==> config.mk <==
export PLATFORM = sky130hd
export DESIGN_NAME = icache_flat
export DESIGN_NICKNAME = d
export VERILOG_FILES = /design/src/rtl/icache_if.sv /design/src/rtl/icache.sv /design/src/flat_wrapper.sv
export SDC_FILE = /design/constraint.sdc
export NUM_CORES = 2
export LEC_CHECK = 0
export ABC_CLOCK_PERIOD_IN_PS = 15800
export CORE_AREA = 2 2 519 521
export CTS_CLUSTER_DIAMETER = 120
export DETAILED_ROUTE_END_ITERATION = 6
export DIE_AREA = 0 0 521 523
export PLACE_DENSITY = 0.71
export SLEW_MARGIN = 15
export SYNTH_ARGS = -nofsm -noshare
export SYNTH_HDL_FRONTEND = slang
export SYNTH_SLANG_ARGS = --single-unit
==> constraint.sdc <==
create_clock -name clk -period 15.8 [get_ports clk]
set_clock_uncertainty 0.05 [all_clocks]
set_input_delay 3.16 -clock clk [delete_from_list [all_inputs] [get_ports clk]]
set_output_delay 3.16 -clock clk [all_outputs]
set_load 0.05 [all_outputs]
==> src/rtl/icache_if.sv <==
// Fetch-side and memory-side handshake bundle for the instruction cache.
// The slave modport is the cache; the master modport is the fetcher and memory controller together.
interface icache_if;
  logic        start_fetch;
  logic [31:0] pc;
  logic        instr_ready;
  logic [31:0] instr;
  logic [31:0] instr_addr;
  logic        mem_req;
  logic [31:0] mem_addr;
  logic        mem_done;
  logic [31:0] mem_data;

  modport slave (
    input  start_fetch, pc, mem_done, mem_data,
    output instr_ready, instr, instr_addr, mem_req, mem_addr
  );

  modport master (
    output start_fetch, pc, mem_done, mem_data,
    input  instr_ready, instr, instr_addr, mem_req, mem_addr
  );
endinterface

==> src/rtl/icache.sv <==
// Direct-mapped, one-word-per-line instruction cache.
// Hits answer one cycle after accept; misses issue one memory read and answer one cycle after mem_done.
module icache #(
  parameter int INDEX_BITS = 6
) (
  input  logic     clk,
  input  logic     rst,
  input  logic     rdy,
  input  logic     rob_clear,
  icache_if.slave  bus
);

  localparam int LINES    = 1 << INDEX_BITS;
  localparam int TAG_BITS = 30 - INDEX_BITS;

  localparam logic [1:0] S_IDLE = 2'd0;
  localparam logic [1:0] S_MISS = 2'd1;
  localparam logic [1:0] S_DROP = 2'd2;

  logic [1:0]          state;
  logic [LINES-1:0]    valid;
  logic [TAG_BITS-1:0] tag_mem  [LINES];
  logic [31:0]         data_mem [LINES];

  logic [INDEX_BITS-1:0] idx;
  logic [TAG_BITS-1:0]   tag;
  logic [INDEX_BITS-1:0] fill_idx;
  logic [TAG_BITS-1:0]   fill_tag;
  logic [31:0]           pc_aligned;
  logic                  hit;
  logic                  fill_en;
  logic                  unused_pc_bits;

  assign idx            = bus.pc[INDEX_BITS+1:2];
  assign tag            = bus.pc[31:INDEX_BITS+2];
  assign pc_aligned     = {bus.pc[31:2], 2'b00};
  assign unused_pc_bits = ^bus.pc[1:0];

  // mem_addr doubles as the latched miss address; it is held for the whole transaction.
  assign fill_idx = bus.mem_addr[INDEX_BITS+1:2];
  assign fill_tag = bus.mem_addr[31:INDEX_BITS+2];

  assign hit     = valid[idx] && (tag_mem[idx] == tag);
  assign fill_en = rdy && bus.mem_done && (state != S_IDLE);

  always_ff @(posedge clk) begin
    if (fill_en) begin
      tag_mem[fill_idx]  <= fill_tag;
      data_mem[fill_idx] <= bus.mem_data;
    end
  end

  always_ff @(posedge clk or posedge rst) begin
    if (rst) begin
      state           <= S_IDLE;
      valid           <= '0;
      bus.instr_ready <= 1'b0;
      bus.instr       <= 32'd0;
      bus.instr_addr  <= 32'd0;
      bus.mem_req     <= 1'b0;
      bus.mem_addr    <= 32'd0;
    end else if (rdy) begin
      bus.instr_ready <= 1'b0;
      case (state)
        S_IDLE: begin
          if (!rob_clear && bus.start_fetch && !bus.instr_ready) begin
            if (hit) begin
              bus.instr_ready <= 1'b1;
              bus.instr       <= data_mem[idx];
              bus.instr_addr  <= pc_aligned;
            end else begin
              bus.mem_req  <= 1'b1;
              bus.mem_addr <= pc_aligned;
              state        <= S_MISS;
            end
          end
        end
        S_MISS, S_DROP: begin
          // A flush never aborts the memory read; it only suppresses the response.
          if (bus.mem_done) begin
            valid[fill_idx] <= 1'b1;
            bus.mem_req     <= 1'b0;
            state           <= S_IDLE;
            if (state == S_MISS && !rob_clear) begin
              bus.instr_ready <= 1'b1;
              bus.instr       <= bus.mem_data;
              bus.instr_addr  <= bus.mem_addr;
            end
          end else if (rob_clear) begin
            state <= S_DROP;
          end
        end
        default: state <= S_IDLE;
      endcase
    end
  end

endmodule

==> src/flat_wrapper.sv <==
// flat-port wrapper written by rule: the top's interface ports become plain ports
module icache_flat 
#(
  parameter int INDEX_BITS = 6
)
  (clk, rst, rdy, rob_clear, bus_start_fetch, bus_pc, bus_mem_done, bus_mem_data, bus_instr_ready, bus_instr, bus_instr_addr, bus_mem_req, bus_mem_addr);
  icache_if bus_i ();
  input  logic clk;
  input  logic rst;
  input  logic rdy;
  input  logic rob_clear;
  input wire logic [$bits(bus_i.start_fetch)-1:0] bus_start_fetch;
  input wire logic [$bits(bus_i.pc)-1:0] bus_pc;
  input wire logic [$bits(bus_i.mem_done)-1:0] bus_mem_done;
  input wire logic [$bits(bus_i.mem_data)-1:0] bus_mem_data;
  output wire logic [$bits(bus_i.instr_ready)-1:0] bus_instr_ready;
  output wire logic [$bits(bus_i.instr)-1:0] bus_instr;
  output wire logic [$bits(bus_i.instr_addr)-1:0] bus_instr_addr;
  output wire logic [$bits(bus_i.mem_req)-1:0] bus_mem_req;
  output wire logic [$bits(bus_i.mem_addr)-1:0] bus_mem_addr;
  assign bus_i.start_fetch = bus_start_fetch;
  assign bus_i.pc = bus_pc;
  assign bus_i.mem_done = bus_mem_done;
  assign bus_i.mem_data = bus_mem_data;
  assign bus_instr_ready = bus_i.instr_ready;
  assign bus_instr = bus_i.instr;
  assign bus_instr_addr = bus_i.instr_addr;
  assign bus_mem_req = bus_i.mem_req;
  assign bus_mem_addr = bus_i.mem_addr;
  icache #(.INDEX_BITS(INDEX_BITS)) u_core (.clk(clk), .rst(rst), .rdy(rdy), .rob_clear(rob_clear), .bus(bus_i));
endmodule
==> impl_metrics.ini <==
[cells_and_area]
multi_input_area_um2 = 32800
fin_cells = 11000
final_util_pct = 61.6
ff_latch_area_um2 = 112000
fin_area_um2 = 164000
nFillCells = 17700
area_growth_pct = 12.5
final_nets = 7180
drive_above_1_share_pct = 26.2

[floorplanning]
placeableCoreArea_um2 = 267000
initial_core_util_pct = 54.8
dieWidth_um = 521
die-area_um2 = 272000
row_count = 190
fp.dieH_um = 523
ios = 168

[timing]
slew_headroom_pct = 13.8
fin_setup_tns_ns = 0
finalSetupViolCount = 0
worst_pin_slew_ns = 1.29
slew_viol_final = 0
fin_ws_ns = 6.47
fmax_mhz = 107
post-route-period-util_pct = 59.0
rsz0062_at_grt = false
min_period_ns = 9.33
hold_viol_final = 0

[drt]
routed-via-count = 76000
routedWlPerCell_um = 38.1
ant_nets = 0
dr.pass1.iters = 7
drtIter0Drc = 12500
drt_wl_total_um = 418000
via_per_inst = 6.93
drc = 5

[setup_path]
path_cells = buf_16, buf_12, buf_12, mux4_2, a221o_1, a21oi_1, a211oi_1, o21a_1, o21ai_0, nor4_2, nand4_4, buf_4, nand4_1, buf_4, mux2_1
crit_path_end_kind = flop
cp_max_fo = 103
worstSetupStartpointType = input pin
worst_ep_required_time_ns = 16.55
worstSetupPathType = in -> reg
max_stage_delay_ns = 0.89
critPathSlowestCell = o21ai_0
crit_arrival_ns = 10.08

[synthesis]
synthArstFlopShare_pct = 4.27
synth_most_common_cell = edfxtp_1
synth_cells = 6719
synth_top_area_share_pct = 73.6
synthTopCellsByArea = edfxtp_1 (74%), mux4_2 (14%), dfrtp_1 (2.7%)
yosys-top-cells-count = edfxtp_1 (3584), mux4_2 (902), mux2i_1 (319)
ys_ff_latch = 3744
synth_edf_count = 3584
synthFlopType = edfxtp_1
synth_area_um2 = 146000
ys_seq_area_share_pct = 76.3
ys_types = 81
yosysTopAreaCell = edfxtp_1
ys_warn_count = 0
synth_area_per_cell_um2 = 21.8

[grt]
grt-ovfl-total = 0
grt_max_degree = 105
grt_pass1_vias = 74300
grt_usage_pct = 30.6
antenna_found_initial = 16
grt_pass1_wl_um = 577000

[clock_tree]
postCtsHoldBufs = 0
clock_sinks = 3744
cts_tree = yes
clockBufferDepth = 4
clkTransAtPathRegs_ns = 0.06
clock_latency_ns = 0.99
numCtsBuffers = 377
root_buffer = clkbuf_16
h-tree-depth = 5
cts_setup_buffers = 0
cts-resized-gates = 0

[pwr]
p_per_area_nw_per_um2 = 145
power.leakage_nw = 52.8
max-vdd-ir-drop_mv = 0.139

[placed_design]
dp_hpwl_um = 215000
numPlacedInstances = 10300
pre_cts_ws_ns = 5.75
placed_cell_area_um2 = 152000
place.gp.congestion = 0.823
io_buffer_count = 161

[status]
status = finished with violations
failed_checks = DRC

[hold_path]
worstHoldPathType = reg -> reg

[flow_run]
cap_violations = 0
[area by class of cell]
cell class	instances	share of cell area, %
diodes	13	0.0198
clock buffers	474	6.11
clock inverters	198	1.16
inverters	39	0.0996
multi-input cells	2538	19.9
flip-flops and latches	3744	67.9
well taps	3552	2.70
repair buffers	407	2.08
[worst max-delay path, delay by kind of cell]
family / cells / cell delay, ns
AO/OA/AOI/OAI: 5 / 2.07
buffers and inverters: 5 / 2.48
multiplexers: 2 / 1.05
AND/OR/NAND/NOR: 3 / 0.52
[through the flow]
stage	power, mW	hold slack (ns)
after detailed placement	15.3	0.390
after CTS	23.9	0.404
after global placement	15.2	0.383
final	23.9	0.403
after floorplan	14.0	0.373
after global routing	24.5	0.423
[sequential cells by signal, summed over array words and instances (netlist names)]
register and flops:
u_core.bus.instr 32, u_core.bus.instr_addr 30, u_core.bus.instr_ready 1, u_core.bus.mem_addr 30
u_core.bus.mem_req 1, u_core.data_mem 2048, u_core.state 2, u_core.tag_mem 1536
u_core.valid 64
[cells by family after synthesis]
kind of cell,Yosys count,share of synthesized area (%)
adders and majority gates,3,0.0257
and+or+nand+nor,604,2.13
other,1,0.00256
AOI/OAI and AO/OA,585,2.89
DFF,3744,76.3
xor gates and xnor gates,9,0.0539
buffers and inverters,440,1.62
muxes,1333,16.9
[power by group]
part,leakage (nW),switching [mW],internal (mW)
Clock,5.88,3.69,5.08
Combinational,12.8,2.33,0.908
Sequential,34.1,0.188,11.7
[layer usage]
metal  GRT usage [%]  vias to the layer above  share of wire, %
met3            6.57                      982                11
met5               0                        -            0.0055
met2            47.8                     5406                47
li1                -                    29200                 -
met4            14.1                        4               5.3
met1            42.0                    40400                36
[final timing paths]
kind                            slack, ns  cells past startpoint                                  end                       startpoint
min in group asynchronous            2.61                      2   u_core.bus.mem_addr[9]$_DFFE_PP0P_                              rst
worst min-delay path                 0.40                      1         u_core.valid[33]$_DFFE_PP0P_     u_core.valid[33]$_DFFE_PP0P_
worst max-delay path                 6.47                     15  u_core.bus.mem_addr[12]$_DFFE_PP0P_                        bus_pc[2]
worst max register to register      10.48                     12  u_core.bus.mem_addr[12]$_DFFE_PP0P_  u_core.tag_mem[59][0]$_DFFE_PP_
worst min register to register       0.40                      1         u_core.valid[33]$_DFFE_PP0P_     u_core.valid[33]$_DFFE_PP0P_
max in group asynchronous           11.65                      3   u_core.bus.mem_addr[8]$_DFFE_PP0P_                              rst
[cell usage in the layout (no fill, tap or decap), types with 20 or more instances in the layout]
cell type	count
inv_1	36
clkbuf_16	383
o21ai_0	22
nor2_4	67
a222oi_1	32
mux2_2	99
dfrtp_2	24
o31ai_1	38
o211ai_1	30
nor2_1	39
o21bai_1	32
and3_1	20
bufinv_16	36
clkdlybuf4s50_1	126
and2_1	35
o22ai_1	76
buf_2	31
clkinv_1	67
a21o_1	33
clkbuf_1	79
nand3_1	105
a21oi_1	58
clkinv_2	75
a31oi_1	40
edfxtp_1	3584
nor3_1	20
nand2_1	160
mux4_2	902
mux2i_1	319
dfrtp_1	136
nand3b_1	20
buf_4	239
or4_1	33
a22oi_1	139
Note: power is estimated with default switching activity, not from simulation.
